==> config.mk <==
export PLATFORM = sky130hd
export DESIGN_NAME = lifo_stack_ctrl
export DESIGN_NICKNAME = d
export VERILOG_FILES = /design/src/rtl/lifo_stack_ctrl.sv
export SDC_FILE = /design/constraint.sdc
export NUM_CORES = 1
export LEC_CHECK = 0
export ABC_AREA = 1
export ABC_CLOCK_PERIOD_IN_PS = 6900
export BUFFER_PORTS_ARGS = -buffer_cell sky130_fd_sc_hd__clkbuf_2
export CAP_MARGIN = 20
export CORE_MARGIN = 1.5
export CORE_UTILIZATION = 55
export CTS_BUF_LIST = sky130_fd_sc_hd__clkbuf_8
export DETAILED_ROUTE_END_ITERATION = 6
export PLACE_DENSITY = 0.79
export SETUP_SLACK_MARGIN = 0.1
export SYNTH_ARGS = -nofsm -noshare
export SYNTH_HDL_FRONTEND = slang
export SYNTH_SLANG_ARGS = --single-unit
==> constraint.sdc <==
create_clock -name clk -period 6.9 [get_ports clk]
set_input_delay 0.345 -clock clk [delete_from_list [all_inputs] [get_ports clk]]
set_output_delay 0.345 -clock clk [all_outputs]
set_load 0.02 [all_outputs]
==> src/rtl/lifo_stack_ctrl.sv <==
// Parametrised LIFO stack with PUSH/POP/PUSHPOP, flush, full/empty status and sticky error flags.
// Optional high-water-mark output hwm_o is enabled by defining LIFO_STACK_HWM_EN.
module lifo_stack_ctrl #(
  parameter int unsigned DATA_W = 8,
  parameter int unsigned DEPTH  = 16,
  localparam int unsigned PTR_W = $clog2(DEPTH) + 1
) (
  input  logic              clk,
  input  logic              rst_n,
  input  logic [1:0]        op_i,
  input  logic [DATA_W-1:0] data_i,
  input  logic              flush_i,
  input  logic              err_clr_i,
  output logic [DATA_W-1:0] top_o,
  output logic [DATA_W-1:0] pop_data_o,
  output logic              pop_valid_o,
  output logic [PTR_W-1:0]  sp_o,
  output logic              full_o,
  output logic              empty_o,
  output logic              ovf_o,
  output logic              unf_o
`ifdef LIFO_STACK_HWM_EN
  ,
  output logic [PTR_W-1:0]  hwm_o
`endif
);

  localparam int unsigned IDX_W = $clog2(DEPTH);
  localparam logic [1:0] OP_NOP     = 2'b00;
  localparam logic [1:0] OP_PUSH    = 2'b01;
  localparam logic [1:0] OP_POP     = 2'b10;
  localparam logic [1:0] OP_PUSHPOP = 2'b11;

  logic [DATA_W-1:0] r_mem [DEPTH];
  logic [PTR_W-1:0]  r_sp;
  logic [DATA_W-1:0] r_top;
  logic [DATA_W-1:0] r_pop_data;
  logic              r_pop_valid;
  logic              r_full;
  logic              r_empty;
  logic              r_ovf;
  logic              r_unf;

  logic [PTR_W-1:0]  w_sp_nxt;
  logic [DATA_W-1:0] w_top_nxt;
  logic [DATA_W-1:0] w_pd_nxt;
  logic              w_pv_nxt;
  logic              w_ovf_set;
  logic              w_unf_set;
  logic              w_we;
  logic [IDX_W-1:0]  w_waddr;
  logic              w_full;
  logic              w_empty;

  assign w_full  = (r_sp == PTR_W'(DEPTH));
  assign w_empty = (r_sp == '0);

  // Next-state decode; flush overrides any op on the same edge.
  always_comb begin
    w_sp_nxt  = r_sp;
    w_top_nxt = r_top;
    w_pd_nxt  = r_pop_data;
    w_pv_nxt  = 1'b0;
    w_ovf_set = 1'b0;
    w_unf_set = 1'b0;
    w_we      = 1'b0;
    w_waddr   = IDX_W'(r_sp);
    if (flush_i) begin
      w_sp_nxt  = '0;
      w_top_nxt = '0;
    end else begin
      case (op_i)
        OP_PUSH: begin
          if (w_full) begin
            w_ovf_set = 1'b1;
          end else begin
            w_we      = 1'b1;
            w_waddr   = IDX_W'(r_sp);
            w_sp_nxt  = r_sp + PTR_W'(1);
            w_top_nxt = data_i;
          end
        end
        OP_POP: begin
          if (w_empty) begin
            w_unf_set = 1'b1;
          end else begin
            w_pd_nxt  = r_top;
            w_pv_nxt  = 1'b1;
            w_sp_nxt  = r_sp - PTR_W'(1);
            w_top_nxt = (r_sp == PTR_W'(1)) ? '0 : r_mem[IDX_W'(r_sp - PTR_W'(2))];
          end
        end
        OP_PUSHPOP: begin
          // On an empty stack this degenerates to a plain push.
          if (w_empty) begin
            w_we      = 1'b1;
            w_waddr   = IDX_W'(r_sp);
            w_sp_nxt  = r_sp + PTR_W'(1);
            w_top_nxt = data_i;
          end else begin
            w_pd_nxt  = r_top;
            w_pv_nxt  = 1'b1;
            w_we      = 1'b1;
            w_waddr   = IDX_W'(r_sp - PTR_W'(1));
            w_top_nxt = data_i;
          end
        end
        default: ;
      endcase
    end
  end

  // Storage is not reset; writes are suppressed while reset is asserted.
  always_ff @(posedge clk) begin
    if (w_we && rst_n) r_mem[w_waddr] <= data_i;
  end

  // Control/status registers; error set wins over a simultaneous clear.
  always_ff @(posedge clk or negedge rst_n) begin
    if (!rst_n) begin
      r_sp        <= '0;
      r_top       <= '0;
      r_pop_data  <= '0;
      r_pop_valid <= 1'b0;
      r_full      <= 1'b0;
      r_empty     <= 1'b1;
      r_ovf       <= 1'b0;
      r_unf       <= 1'b0;
    end else begin
      r_sp        <= w_sp_nxt;
      r_top       <= w_top_nxt;
      r_pop_data  <= w_pd_nxt;
      r_pop_valid <= w_pv_nxt;
      r_full      <= (w_sp_nxt == PTR_W'(DEPTH));
      r_empty     <= (w_sp_nxt == '0);
      r_ovf       <= (r_ovf & ~err_clr_i) | w_ovf_set;
      r_unf       <= (r_unf & ~err_clr_i) | w_unf_set;
    end
  end

  assign top_o       = r_top;
  assign pop_data_o  = r_pop_data;
  assign pop_valid_o = r_pop_valid;
  assign sp_o        = r_sp;
  assign full_o      = r_full;
  assign empty_o     = r_empty;
  assign ovf_o       = r_ovf;
  assign unf_o       = r_unf;

`ifdef LIFO_STACK_HWM_EN
  logic [PTR_W-1:0] r_hwm;

  // Tracks registered sp, so it lags an sp increase by one cycle.
  always_ff @(posedge clk or negedge rst_n) begin
    if (!rst_n) begin
      r_hwm <= '0;
    end else if (err_clr_i) begin
      r_hwm <= r_sp;
    end else if (r_sp > r_hwm) begin
      r_hwm <= r_sp;
    end
  end

  assign hwm_o = r_hwm;
`endif

endmodule

==> impl_metrics.py <==
metrics = {
    "clocking": {
        "clkTransAtPathRegs_ns": 0.08,
        "insertion_delay_ns": 0.45,
        "cts_sinks": 154,
        "cts_buffers": 17,
        "post_cts_buffers": 0,
        "htree_num_levels": 4,
        "cts_tree": "built",
        "cts.path.max_buffers": 2,
        "cts-root-buf": "clkbuf_8",
    },
    "global_route": {
        "grt_max_degree": 72,
        "grt_pass1_vias": 4584,
        "grt_pass1_wl_um": 23400,
        "grt-ovfl-total": 0,
        "antenna_found_initial": 0,
        "grt_util_all_layers_pct": 24.7,
    },
    "power": {
        "p_per_area_nw_per_um2": 353,
        "peakVddDrop_mv": 0.317,
        "p_leak_uw": 0.00290,
        "power_uw": 2610,
    },
    "worst_hold_path": {
        "hold_class": "input pin to flop",
        "hold_path_end": "ovf_o",
        "holdPathStages": 2,
        "min_from": "err_clr_i",
    },
    "placed_design": {
        "io_buffers": 39,
        "dpl.hpwl_um": 9640,
        "dp_slack_ns": 3.26,
        "gp_congestion": 0.998,
    },
    "yosys": {
        "syn_inst": 624,
        "synth-seq-cells": 154,
        "synth_nets": 645,
        "ys_top_cells_by_area": "edfxtp_1 57%, dfrtp_1 9.3%, nor2_1 7.3%",
        "async_reset_ff_share_pct": 16.9,
        "ys_dominant_reg_cell": "edfxtp_1",
        "yosys-top-cells-count": "130 x nor2_1, 128 x edfxtp_1, 124 x nand2_1",
        "syn_area_per_cell_um2": 10.8,
        "synth_top_cell_by_area": "edfxtp_1",
        "synth.distinct_cells": 31,
        "synth_top_cell_area_share_pct": 57.2,
        "seq_area_frac_synth_pct": 67.0,
        "yosysMostFrequentCell": "nor2_1",
        "netlist_area_um2": 6710,
        "synth_edf_count": 128,
        "yosys_warnings": 0,
    },
    "timing": {
        "timing.slew.headroom_pct": 31.4,
        "worst_slew_pin_slew_ns": 1.03,
        "setup-violations-final": 0,
        "period_share_pct": 54.1,
        "clock.fmax_mhz": 268,
        "finalHoldViolCount": 0,
        "rsz0062_at_grt": "false",
        "layout_setup_ws_ns": 3.17,
        "slew_violations": 0,
        "finClkSkew_ns": 0.0109,
        "fin_crit_ns": 3.73,
        "finalSetupTns_ns": 0,
    },
    "critical_path": {
        "crit_slowest_cell": "inv_2",
        "crit_type": "flop to flop",
        "crit_required_ns": 6.98,
        "r2r_start": "sp_o[0]",
        "cp-end-kind": "flop",
        "cp_slowest_stage_delay_ns": 0.85,
        "crit_chain": "buf_4 > inv_2 > ha_1 > nand3_4 > nand2_2 > nand2_1 > o21a_1 > inv_2 > nand2_1 > nor2_1",
        "crit_path_start_kind": "flop",
        "cp.arrival_ns": 3.81,
        "crit_buf_inv": 3,
        "path_max_fanout": 71,
        "r2r_setup_slack_ns": 3.17,
        "cp_top_family": "buffers and inverters",
        "rr_endpoint": "r_mem[0][6]",
        "reg2regPathDepth": 10,
    },
    "run_status": {
        "status": "finished, final reports clean",
    },
    "route": {
        "num_vias": 4813,
        "routedWlPerCell_um": 18.1,
        "drtPass1Iterations": 5,
        "ant_nets": 0,
        "vias_per_cell": 5.88,
        "drc": 0,
        "drt_iter0_drc": 530,
        "routed_wl_um": 14800,
    },
    "flow_run": {
        "cap_viol_max_count": 0,
    },
    "floorplan": {
        "die_y_um": 113,
        "initial_core_util_pct": 56.1,
        "io_pins": 40,
        "core_um2": 12000,
        "die_w_um": 113,
        "rows": 40,
        "die_area_um2": 12900,
    },
    "layout": {
        "area_growth_pct": 10.2,
        "fillCellCount": 925,
        "finalNetCount": 680,
        "antenna-diode-count": 0,
        "layout-drive-gt1-share_pct": 14.3,
    },
}
area by class of cell:
type	instances	area, µm²	share of cell area, %
sequential	154	4500	60.8
multi-input combinational	412	1950	26.3
clock buffer	17	234	3.16
timing repair buffer	42	220	2.98
clock inverter	14	196	2.66
tap	147	184	2.49
inverter	32	120	1.62
state kept, by name (all words and copies together) (netlist names):
name,count
unf_o,1
ovf_o,1
empty_o,1
top_o,8
sp_o,5
full_o,1
r_mem,128
pop_valid_o,1
pop_data_o,8
stage by stage:
| step | hold WS, ns | cells | cell area (µm²) | util (%) |
|---|---|---|---|---|
| floorplan | 0.0494 | 624 | 6710 | - |
| global placement | 0.385 | 786 | 6960 | 58.2 |
| detailed placement | 0.392 | 786 | 6960 | 58.2 |
| CTS | 0.0567 | 818 | 7400 | 61.8 |
| global route | 0.0762 | 818 | 7400 | 61.8 |
| finish | 0.0938 | 818 | 7400 | 61.8 |
where the power goes:
| part | internal [µW] | switching (µW) | leakage (µW) |
|---|---|---|---|
| Clock | 395 | 335 | 0.000213 |
| Sequential | 1060 | 32.9 | 0.00149 |
| Combinational | 233 | 553 | 0.00120 |
repair_timing:
action,4_1_cts,5_1_grt
hold endpoints to repair,25,0
hold buffers,1,0
resized for setup,0,0
routing by layer:
layer,vias up,wire length [µm],track usage (%)
met4,0,448,11.8
met2,290,6980,39.0
li1,2217,-,-
met1,2265,6110,31.6
met3,41,1290,7.28
met5,-,0,0
worst max path at each step:
stage / to / cells after the start / slack, ns / start
after global placement: r_mem[0][2] / 10 / 3.37 / sp_o[0]
after CTS: r_mem[1][7] / 10 / 3.23 / sp_o[0]
after global routing: r_mem[15][0] / 10 / 2.92 / sp_o[0]
after detailed placement: r_mem[9][6] / 10 / 3.26 / sp_o[0]
after floorplan: r_mem[13][0] / 10 / 4.30 / sp_o[1]
final: r_mem[0][6] / 10 / 3.17 / sp_o[0]
layout by cell type, fill, tap and decap left out, types with 17 or more instances in the layout:
| cell | instances |
|---|---|
| o21ai_1 | 32 |
| nand2_1 | 124 |
| nor2_1 | 130 |
| dfrtp_1 | 24 |
| o211ai_1 | 24 |
| o21ai_0 | 33 |
| edfxtp_1 | 128 |
| clkbuf_2 | 39 |
| inv_1 | 21 |
| clkbuf_8 | 17 |
| nand3_1 | 32 |
logic make-up after synthesis:
group           Yosys count  share of synthesized area (%)
xor+xnor                  2                          0.373
buf+inv                  58                           4.06
compound gates          101                           8.74
fa+ha+maj                 7                           1.30
flops                   154                           67.0
simple gates            302                           18.6
No activity file was read; power rests on OpenSTA's default activity.
